--- src/rtl/pipeline_skid_register_if.sv ---
// pipeline_skid_register_if: in/out valid-ready bundle; master = surrounding stages, slave = register
interface pipeline_skid_register_if #(parameter int DATA_WIDTH = 32);
  logic                  in_valid;
  logic                  in_ready;
  logic [DATA_WIDTH-1:0] in_data;
  logic                  out_valid;
  logic                  out_ready;
  logic [DATA_WIDTH-1:0] out_data;
  logic [1:0]            occupancy;
  modport master (output in_valid, in_data, out_ready, input in_ready, out_valid, out_data, occupancy);
  modport slave (input in_valid, in_data, out_ready, output in_ready, out_valid, out_data, occupancy);
endinterface

--- src/rtl/pipeline_skid_register.sv ---
// pipeline_skid_register: valid/ready stage register with flush and optional 2-entry skid; ports clk, reset (async), flush, bus (slave: in_*/out_*/occupancy)
module pipeline_skid_register #(
  parameter int                    DATA_WIDTH     = 32,
  parameter logic [DATA_WIDTH-1:0] RESET_VALUE    = '0,
  parameter bit                    ENABLE_SKID    = 1'b1,
  parameter bit                    CLEAR_ON_FLUSH = 1'b1
) (
  input logic                     clk,
  input logic                     reset,
  input logic                     flush,
  pipeline_skid_register_if.slave bus
);
  typedef enum logic [1:0] {EMPTY = 2'd0, FULL = 2'd1, SKID = 2'd2} state_t;
  state_t                state_q, state_d;
  logic [DATA_WIDTH-1:0] main_q, main_d, skid_q, skid_d;
  logic                  in_ready, out_valid, in_fire, out_fire;
  assign out_valid = state_q != EMPTY;
  // skid mode decodes ready from registered state only; single-register mode keeps the legacy stall path
  assign in_ready = !reset && (ENABLE_SKID ? state_q != SKID : (state_q == EMPTY || bus.out_ready));
  assign in_fire = bus.in_valid && in_ready;
  assign out_fire = out_valid && bus.out_ready;
  assign bus.in_ready = in_ready;
  assign bus.out_valid = out_valid;
  assign bus.out_data = main_q;
  assign bus.occupancy = state_q;
  always_comb begin
    state_d = state_q;
    main_d = main_q;
    skid_d = skid_q;
    case (state_q)
      EMPTY: begin
        state_d = in_fire ? FULL : EMPTY;
        main_d = in_fire ? bus.in_data : main_q;
      end
      FULL: begin
        state_d = in_fire ? (out_fire || !ENABLE_SKID ? FULL : SKID) : (out_fire ? EMPTY : FULL);
        main_d = in_fire && (out_fire || !ENABLE_SKID) ? bus.in_data : main_q;
        skid_d = in_fire && !out_fire && ENABLE_SKID ? bus.in_data : skid_q;
      end
      SKID: begin
        state_d = out_fire ? FULL : SKID;
        main_d = out_fire ? skid_q : main_q;
      end
      default: state_d = EMPTY;
    endcase
    if (flush) begin
      state_d = EMPTY;
      main_d = CLEAR_ON_FLUSH ? RESET_VALUE : main_q;
      skid_d = CLEAR_ON_FLUSH ? RESET_VALUE : skid_q;
    end
  end
  always_ff @(posedge clk or posedge reset) begin
    if (reset) begin
      state_q <= EMPTY;
      main_q <= RESET_VALUE;
      skid_q <= RESET_VALUE;
    end else begin
      state_q <= state_d;
      main_q <= main_d;
      skid_q <= skid_d;
    end
  end
endmodule
--- src/flat_wrapper.sv ---
// flat-port wrapper written by rule: the top's interface ports become plain ports
module pipeline_skid_register_flat 
#(
  parameter int                    DATA_WIDTH     = 32,
  parameter logic [DATA_WIDTH-1:0] RESET_VALUE    = '0,
  parameter bit                    ENABLE_SKID    = 1'b1,
  parameter bit                    CLEAR_ON_FLUSH = 1'b1
)
  (clk, reset, flush, bus_in_valid, bus_in_data, bus_out_ready, bus_in_ready, bus_out_valid, bus_out_data, bus_occupancy);
  pipeline_skid_register_if #(.DATA_WIDTH(DATA_WIDTH)) bus_i ();
  input logic clk;
  input logic reset;
  input logic flush;
  input wire logic [$bits(bus_i.in_valid)-1:0] bus_in_valid;
  input wire logic [$bits(bus_i.in_data)-1:0] bus_in_data;
  input wire logic [$bits(bus_i.out_ready)-1:0] bus_out_ready;
  output wire logic [$bits(bus_i.in_ready)-1:0] bus_in_ready;
  output wire logic [$bits(bus_i.out_valid)-1:0] bus_out_valid;
  output wire logic [$bits(bus_i.out_data)-1:0] bus_out_data;
  output wire logic [$bits(bus_i.occupancy)-1:0] bus_occupancy;
  assign bus_i.in_valid = bus_in_valid;
  assign bus_i.in_data = bus_in_data;
  assign bus_i.out_ready = bus_out_ready;
  assign bus_in_ready = bus_i.in_ready;
  assign bus_out_valid = bus_i.out_valid;
  assign bus_out_data = bus_i.out_data;
  assign bus_occupancy = bus_i.occupancy;
  pipeline_skid_register #(.DATA_WIDTH(DATA_WIDTH), .RESET_VALUE(RESET_VALUE), .ENABLE_SKID(ENABLE_SKID), .CLEAR_ON_FLUSH(CLEAR_ON_FLUSH)) u_core (.clk(clk), .reset(reset), .flush(flush), .bus(bus_i));
endmodule
--- config.mk ---
export PLATFORM = sky130hd
export DESIGN_NAME = pipeline_skid_register_flat
export DESIGN_NICKNAME = d
export VERILOG_FILES = /design/src/rtl/pipeline_skid_register_if.sv /design/src/rtl/pipeline_skid_register.sv /design/src/flat_wrapper.sv
export SDC_FILE = /design/constraint.sdc
export NUM_CORES = 1
export LEC_CHECK = 0
export ABC_AREA = 1
export ABC_CLOCK_PERIOD_IN_PS = 2870
export CAP_MARGIN = 0
export CELL_PAD_IN_SITES_DETAIL_PLACEMENT = 1
export CELL_PAD_IN_SITES_GLOBAL_PLACEMENT = 2
export CORE_MARGIN = 1
export CORE_UTILIZATION = 28
export DETAILED_ROUTE_END_ITERATION = 6
export HOLD_SLACK_MARGIN = 0.12
export PLACE_DENSITY = 0.77
export SYNTH_ARGS = -nofsm -noshare
export SYNTH_HDL_FRONTEND = slang
export SYNTH_SLANG_ARGS = --single-unit
--- constraint.sdc ---
create_clock -name clk -period 2.87 [get_ports clk]
set_clock_uncertainty 0.1 [all_clocks]
set_input_delay 0.861 -clock clk [delete_from_list [all_inputs] [get_ports clk]]
set_output_delay 0.861 -clock clk [all_outputs]
set_load 0.02 [all_outputs]
==> qor.txt, run 1 <==
Largest net degree at the start of global routing = 68
Combinational power share = 0.180
Hold Vio Cnt, Final = 0
Fraction of layout cells with a size suffix above 1 = 0.07544
Clk sinks = 66
Port Buf Inserts = 72
Clock Pin Slew Worst Setup and Hold Paths = 0.05 ns
GRT overflow = 0
Detailed Route WL = 9542 µm
Top post-synthesis cells by area = dfrtp_1 50%, nand2_1 15%, nand3_1 10%
Post-CTS Setup Bufs = 0
Initial antenna violation count = 0
Hold Buf Count CTS = 0
PwrDens = 596.7 nW/µm²
TritonCTS clock tree = done
# H-tree levels = 3
Clock share of power = 0.439
Hold wc startpoint = u_core.bus.out_data[19]
RR Startpoint = u_core.bus.occupancy[0]
Cell variety after synth = 17
Leading area contributor after synthesis = dfrtp_1
Die Y = 110.7 µm
Static leakage = 2.446 nW
Die X = 110.7 µm
CTS buffer count = 9
Cts repair resizes = 1
Worst R2R Path Depth = 9
Total GRT Usage = 0.1676
FF-to-FF setup slack = 0.51 ns
Mapped Nets = 486
Hold path depth = 2
Ys Warns = 0
Core ar. = 11470 µm²
Maximum VDD drop = 226.8 µV
DRT iter0 DRCs = 121
Initial Util = 0.2885
CP startpoint kind = input pin
Number of global-route vias before repair = 3457
Clock insertion delay at the later pin of the skew report = 0.33 ns
N_diodes = 0
Internal power = 1.990 mW
Final Cycle Share = 0.9322
Arrival time worst endpoint = 1.71 ns
Mapped Cells = 447
Fin. max-slew vios = 0
Setup violators final = 0
Clock buffer depth = 2
Final min period = 2.675 ns
Hold-critical path endpoint = u_core.bus.out_data[19]
Pre-antenna DRT Iters = 4
Post-synthesis sequential element count = 66
Slew headroom = 0.4002
Nets@finish = 552
Worst slack at placement = -0.1310 ns
Std cell rows = 39
Max_cap viols = 0
Sw Share = 0.2658
Synthesized area = 3308 µm²
Worst EP required = 1.91 ns
Total power draw = 2.711 mW
Achievable Freq = 373.8 MHz
Clock tree root buffer cell = clkbuf_16
Antenna Nets Post-Route = 0
Via density per instance = 4.703
First-pass GRT wire length = 16670 µm
HPWL after DPL = 5986 µm
Top Ports = 73
Synth top area share = 0.4992
Critical Path Fanout Max = 2
Worst Setup SP = reset
Synthesized area per cell = 7.401 µm²
Reg-to-Reg End = u_core.bus.out_data[5]
Worst-Margin Slew = 0.8998 ns
Reg power frac = 0.381
Worst Setup Path Type = input pin to primary output
Avg WL per Cell = 14.46 µm
Die Area = 12250 µm²
Sequential fraction of the synthesis area = 0.4992
Switching pwr = 0.7206 mW
Critical Path Sink Type = primary output
Vias = 3104
Final GP Congestion = 0.7160
Area growth, synth to finish = 37.33%
Area after DPL = 4227 µm²
RSZ-0062 raised after global routing = false
Remaining DRCs = 0
Worst Hold Class = flip-flop to flip-flop
Outcome = finished, final reports clean
Design area = 4543 µm²
Final worst slack = 0.1946 ns
## sequential cells by signal, summed over array words and instances, names as in the netlist
signal	count
u_core.bus.occupancy	2
u_core.bus.out_data	32
u_core.skid_q	32
## worst max-delay path, cell delays in order
cell             delay, ns
clkdlybuf4s50_1       0.42
nor2_1                0.10
dlygate4sd2_1         0.34
## stage by stage
stage	setup TNS [ns]	util	hold WS, ns	std cells
CTS	0	0.3962	0.3766	660
floorplan	-11.40	-	0.3785	447
detailed placement	-3.555	0.3686	0.3622	645
global route	0	0.3962	0.3986	660
finish	0	0.3962	0.3699	660
global placement	-1.381	0.3686	0.3547	645
## synth_stat cells (all sizes together)
master    n
nand2   136
nor2     70
dfrtp    66
nand3    66
inv      41
o21ai    33
buf      22
clkbuf    7
ha        2
nand4     2
a31oi     1
nand3b    1
## worst max path at each step
| stage | slack [ns] | cells past startpoint | end |
|---|---|---|---|
| 6_report | 0.19 | 3 | bus_in_ready |
| 5_1_grt | 0.06 | 14 | u_core.bus.out_data[20] |
| 4_1_cts | 0.19 | 3 | bus_in_ready |
| 3_5_place_dp | -0.13 | 14 | u_core.bus.out_data[20] |
| 3_3_place_gp | -0.09 | 3 | bus_in_ready |
| 2_1_floorplan | -0.26 | 12 | u_core.bus.out_data[0] |
## per-layer routing
| metal | GRT usage | up-vias | wire (µm) |
|---|---|---|---|
| li1 | - | 1524 | - |
| met1 | 0.2124 | 1500 | 4466 |
| met2 | 0.2857 | 68 | 4604 |
| met3 | 0.03390 | 12 | 341 |
| met4 | 0.05333 | 0 | 130 |
| met5 | 0 | - | 0 |
## power groups by stage
stage / registers, mW / logic, mW / clock network [mW]
2_1_floorplan: 1.11 / 0.192 / 0
3_3_place_gp: 1.05 / 0.491 / 0
3_5_place_dp: 1.05 / 0.499 / 0
4_1_cts: 1.03 / 0.501 / 1.22
5_1_grt: 1.04 / 0.538 / 1.26
6_report: 1.03 / 0.488 / 1.19
## kinds of logic (layout without fill, tap and decap cells)
kind of cell,Yosys count,in the layout,share of synthesized area
buffers and inverters,70,140,0.09720
AO/OA/AOI/OAI,34,34,0.05182
adder cells (fa/ha/maj),2,2,0.007563
AND/OR/NAND/NOR,275,275,0.3442
flip-flops,66,66,0.4992
## layout make-up
| class | count | area, µm² |
|---|---|---|
| fillers | 1379 | 6924 |
| flip-flops and latches | 66 | 1652 |
| multi-input cells | 311 | 1353 |
| repair buffers | 84 | 884.6 |
| clock buffers | 10 | 239.0 |
| well taps | 143 | 178.9 |
| inverters | 41 | 157.7 |
| clock inverters | 5 | 78.83 |
## cell usage in the layout, fill, tap and decap left out, drive strengths merged
master / count
a31oi: 1
bufinv: 2
dfrtp: 66
nand3b: 1
nand2: 136
o21ai: 33
clkdlybuf4s50: 71
nand4: 2
clkinv: 3
dlygate4sd2: 1
buf: 12
nor2: 70
clkbuf: 10
clkinvlp: 1
inv: 40
ha: 2
nand3: 66
Note: power is estimated with default switching activity, not from simulation.
==> inputs of run 2 (changes only) <==
Settings changed: TNS_END_PERCENT set to 50.
==> run 2 against run 1 <==
Critical path depth stayed put. Critical endpoint unchanged. Worst hold slack worse by 0.0027 ns. First-iteration DRC count is 25% lower. Worst setup slack hardly changed. Non-clock buffer count is 4 higher.
==> qor.txt, run 2 (synthesis gave the netlist of run 1 again) <==
Finished Layout Cells = 665 (+0.76%)
Hold Vio Cnt, Final = 0 (unchanged)
Clock insertion delay at the later pin of the skew report = 0.32 ns (about the same)
Outcome = finished, final reports clean
Final Cycle Share = 0.9323 (about the same)
TNS Setup = 0 ns (unchanged)
# H-tree levels = 3 (unchanged)
Max_cap viols = 0 (unchanged)
Slew headroom = 0.4078 (+0.007658)
Commonest cells after routing, fill and taps aside = 133 x nand2_1, 71 x clkdlybuf4s50_1, 69 x nor2_1
Critical Path Sink Type = primary output
N_diodes = 0 (unchanged)
Number of global-route vias before repair = 3281 (-5.1%)
Die Y = 110.7 µm (unchanged)
Fraction of layout cells with a size suffix above 1 = 0.08238 (+0.006940)
Largest stage delay on the critical path = 0.42 ns (about the same)
Initial antenna violation count = 0 (unchanged)
Std cell rows = 39 (unchanged)
Top Ports = 73 (unchanged)
First-pass GRT wire length = 16220 µm (-2.7%)
Fin. max-slew vios = 0 (unchanged)
Min Hold Slack = 0.3672 ns (-0.002652 ns)
Pre-antenna DRT Iters = 4 (unchanged)
PwrDens = 571.5 nW/µm² (-4.2%)
Final min period = 2.676 ns (+0.0002060 ns)
Avg WL per Cell = 14.05 µm (-2.8%)
Maximum VDD drop = 240.6 µV (+6.1%)
Vias = 3087 (-0.55%)
Critical Path Fanout Max = 2 (unchanged)
Worst-Margin Slew = 0.8883 ns (-0.01149 ns)
Largest net degree at the start of global routing = 67 (-1.5%)
Worst Setup Path Type = input pin to primary output
Arrival time worst endpoint = 1.71 ns (about the same)
Via density per instance = 4.642 (-1.3%)
CP startpoint kind = input pin
Clock buffer depth = 2 (unchanged)
TritonCTS clock tree = done
Final GP Congestion = 0.7313 (+2.1%)
Area growth, synth to finish = 36.91%
Worst EP required = 1.91 ns (about the same)
HPWL after DPL = 6017 µm (+0.52%)
Clock tree root buffer cell = clkbuf_16
Die X = 110.7 µm (unchanged)
Achievable Freq = 373.7 MHz (about the same)
Detailed Route WL = 9342 µm (-2.1%)
Worst path cell trace = clkdlybuf4s50_1 -> nor2_1 -> dlygate4sd2_1
Worst Hold Class = flip-flop to flip-flop
Total GRT Usage = 0.1639 (-0.003762)
Static leakage = 2.444 nW (about the same)
GRT overflow = 0 (unchanged)
Most common cell after layout, fill and taps aside = nand2_1
Clock Pin Slew Worst Setup and Hold Paths = 0.06 ns (about the same)
Cts repair resizes = 1 (unchanged)
Dpl cells = 649 (+0.62%)
Delay-heaviest family, CP = buffers and inverters
Buf/Inv on CP = 2 (unchanged)
Die Area = 12250 µm² (unchanged)
Final Core Density = 0.3950 (-0.001200)
Initial Util = 0.2885 (unchanged)
Setup violators final = 0 (unchanged)
Clk sinks = 66 (unchanged)
Slowest CP cell = clkdlybuf4s50_1
RSZ-0062 raised after global routing = false
Nets@finish = 556 (+0.72%)
Total power draw = 2.589 mW (-4.5%)
Remaining DRCs = 0 (unchanged)
CTS buffer count = 9 (unchanged)
Post-CTS Setup Bufs = 0 (unchanged)
Antenna Nets Post-Route = 0 (unchanged)
Port Buf Inserts = 72 (unchanged)
Core ar. = 11470 µm² (unchanged)
DRT iter0 DRCs = 91 (-25%)
Hold Buf Count CTS = 0 (unchanged)
==> run 2: tightest hold or removal path, delay by kind of cell, from the launching register on <==
kind / cells / cell delay, ns
flip-flops: 1 / 0.34
AND/OR/NAND/NOR: 2 / 0.10
==> run 2: worst paths after layout <==
check                      cells after the start                    start                      end  slack, ns
min                                            2  u_core.bus.out_data[25]  u_core.bus.out_data[25]       0.37
max                                            3                    reset             bus_in_ready       0.19
max in group asynchronous                      4                    reset         u_core.skid_q[0]       0.86
min in group asynchronous                      4                    reset        u_core.skid_q[30]       1.21
max reg2reg                                    9  u_core.bus.occupancy[0]  u_core.bus.out_data[18]       0.66
min reg2reg                                    2  u_core.bus.out_data[25]  u_core.bus.out_data[25]       0.37
==> run 2: cell type report <==
cell class / instances / area [µm²]
fillers: 1385 / 6938
well taps: 143 / 178.9
flip-flops and latches: 66 / 1652
inverters: 41 / 157.7
multi-input cells: 311 / 1353
repair buffers: 88 / 902.1
clock inverters: 6 / 57.56
clock buffers: 10 / 229.0
==> run 2: metrics by stage <==
stage | instance area, µm² | worst slack (ns)
floorplan | 3371 | -0.2640
global placement | 4244 | -0.08436
detailed placement | 4244 | -0.1035
CTS | 4529 | 0.1775
global route | 4529 | 0.1543
finish | 4529 | 0.1944
==> run 2: power breakdown <==
group | internal (mW) | leakage, nW | switching (mW)
clock network | 0.666 | 0.142 | 0.404
registers | 0.994 | 0.888 | 0.0370
logic | 0.218 | 1.41 | 0.269
total | 1.88 | 2.44 | 0.711
==> run 2: layer usage <==
layer	track usage	vias up	wire, µm	share of wire
li1	-	1526	-	-
met1	0.2046	1498	4483	0.48
met2	0.2874	58	4507	0.48
met3	0.04155	5	306	0.033
met4	0.02933	0	43	0.0046
met5	0	-	0	0
==> edit: new RTL, config.mk and constraints of run 1 <==
Make the reset (`reset`) synchronous in one clocked block. Comments in the files are not updated.
--- a/src/rtl/pipeline_skid_register.sv
+++ b/src/rtl/pipeline_skid_register.sv
@@ -49,7 +49,7 @@
       skid_d = CLEAR_ON_FLUSH ? RESET_VALUE : skid_q;
     end
   end
-  always_ff @(posedge clk or posedge reset) begin
+  always_ff @(posedge clk) begin
     if (reset) begin
       state_q <= EMPTY;
       main_q <= RESET_VALUE;
Formal check against the unedited RTL: differs if reset is asserted again (counterexample within 4 cycles, from zero or initial values and one cycle with reset high); with reset held inactive, the same outputs for 10 cycles.
==> edit against run 1 <==
Routed wire length shrank 2.2%. Count of clock-buffer cells in the layout grew 4. Setup slack lost 0.037 ns. Combinational power shrank 34%. Sequential cell count is the same. Final area shrank 2.4%. Power shrank 12%. Synthesized area shrank 3.0%. Critical path type unchanged. Highest routed layer unchanged.
==> edit: results (changes against run 1) <==
stage,metric,value,unit,change
min_path,hp-start,u_core.skid_q[23],,
min_path,hold_end,u_core.skid_q[23],,
clock_tree,clockRootBuffer,clkbuf_16,,
clock_tree,cts-htree-levels,3,,unchanged
routing,wl_met1,4170,µm,-6.6%
place,place_hpwl,6080,µm,+1.6%
global_route,grt_overflow,0,,unchanged
routing,vias,3299,,+6.3%
routing,routed-wl-met3,401,µm,+18%
min_path,hold_path_class,register to register,,
place,numPortBuffers,72,,unchanged
setup_path,reg2reg_depth,14,,+5
synthesis,post_synth.cell_area_avg,6.62,µm²,-11%
status,outcome,finished clean,,
global_route,grt_start_max_net_pins,66,,-2.9%
synthesis,netlist-cell-type-count,20,,+3
setup_path,worst_ep_arrival_time,1.75,ns,+0.04 ns
clock_tree,postCtsSetupRepairBufs,0,,unchanged
finish,nFillCells,1367,,-0.87%
timing,slew_headroom,0.710,,+0.310
routing,top_layer,met4,,
setup_path,crit_fanout,2,,unchanged
routing,drtPass1Iterations,4,,unchanged
synthesis,synthFlopType,dfxtp_1,,
run,maxCapViolCount,0,,unchanged
synthesis,synth_common_cells,"100 x nand2_1, 73 x inv_1, 66 x dfxtp_1, 66 x nand3_1, 65 x a21oi_1",,
power_and_ir_drop,ir_drop,296,µV,+30%
setup_path,reg2reg_to,u_core.bus.out_data[14],,
power_and_ir_drop,leakage,1.85,nW,-24%
synthesis,ys_top_cells_by_area,"dfxtp_1 41%, nand2_1 12%, nand3_1 10%",,
clock_tree,cts_made_buffers,9,,unchanged
global_route,grt_pass1_vias,3365,,-2.7%
place,routabilityCongestion,0.735,,+2.7%
setup_path,timing.rr.start,u_core.bus.occupancy[0],,
global_route,track_usage,0.171,,+0.00366
clock_tree,clockBufferDepth,2,,unchanged
clock_tree,clkLatencyLatePin,0.33,ns,about the same
synthesis,ys_async_sr_fraction,0,,-1.00
min_path,worstHoldPathCells,2,,unchanged
power_and_ir_drop,p_sw_frac,0.241,,-0.0249
synthesis,syn_nets,524,,+7.8%
routing,wl_per_cell,13.5,µm,-6.8%
global_route,antenna_found_initial,0,,unchanged
finish,diodes,0,,unchanged
routing,dr_wl_met2,4630,µm,+0.61%
setup_path,reg2reg_slack,0.45,ns,-0.06 ns
place,postPlaceCellArea,4140,µm²,-2.2%
global_route,grt_first_pass_wirelength,15800,µm,-5.5%
finish,drive_gt1_frac,0.0705,,-0.00491
synthesis,yosysWarnings,0,,unchanged
synthesis,ys_seq_area_frac,0.412,,-0.0875
timing,holdWs,0.344,ns,-0.0255 ns
routing,drt-initial-drc-count,93,,-23%
clock_tree,clkTransAtPathRegs,0.05,ns,about the same
finish,nets,587,,+6.3%
[edit: critical path, stage by stage]
cell and delay, ns:
clkdlybuf4s50_1 0.42, nor2_1 0.12, dlygate4sd2_1 0.35
[edit: cells by family after synthesis]
family | count (synthesis) | synth area share
and+or+nand+nor | 208 | 0.284
buffers and inverters | 111 | 0.143
AOI/OAI and AO/OA | 98 | 0.153
DFF | 66 | 0.412
adders and majority gates | 2 | 0.00780
[edit: how the worst max path moves through the flow]
stage / start / end / slack (ns) / cells past startpoint
4_1_cts: reset / bus_in_ready / 0.13 / 3
3_5_place_dp: reset / bus_in_ready / -0.14 / 3
6_report: reset / bus_in_ready / 0.16 / 3
2_1_floorplan: u_core.bus.occupancy[0] / bus_in_ready / 0.62 / 5
3_3_place_gp: reset / bus_in_ready / -0.09 / 3
5_1_grt: reset / bus_in_ready / 0.11 / 3
[edit: metrics by stage]
| step | setup WS [ns] | total power (W) | util | TNS, ns | instances |
|---|---|---|---|---|---|
| global placement | -0.0890 | 0.00130 | 0.377 | -0.0890 | 677 |
| finish | 0.158 | 0.00239 | 0.404 | 0 | 693 |
| detailed placement | -0.142 | 0.00130 | 0.377 | -0.923 | 677 |
| CTS | 0.132 | 0.00243 | 0.404 | 0 | 693 |
| global route | 0.113 | 0.00250 | 0.404 | 0 | 693 |
| floorplan | 0.622 | 0.00114 | - | 0 | 485 |
[edit: cell type report]
cell class                      instances  area [µm²]  area share
Clock buffer                           14         264      0.0596
Inverter                               75         282      0.0635
Tap cell                              140         175      0.0395
Sequential cell                        66        1320       0.298
Multi-Input combinational cell        308        1440       0.325
Timing Repair Buffer                   88         915       0.206
Clock inverter                          2        35.0     0.00790
[edit: power by group through the flow]
stage	clock network, W	registers [W]	logic, W
after global placement	0	0.000973	0.000325
after global routing	0.00119	0.000955	0.000363
after floorplan	0	0.000996	0.000148
after detailed placement	0	0.000973	0.000331
final	0.00111	0.000953	0.000324
after CTS	0.00115	0.000953	0.000331
[edit: per-layer routing]
layer / global-route usage / vias to the layer above
met5: 0 / -
met4: 0.0560 / 0
met3: 0.0400 / 11
met2: 0.307 / 56
met1: 0.199 / 1571
li1: - / 1661
[edit: timing repair]
item	CTS	global route
endpoints found under the hold margin	0	0
setup endpoints to repair	1	0
gates resized for setup	1	0
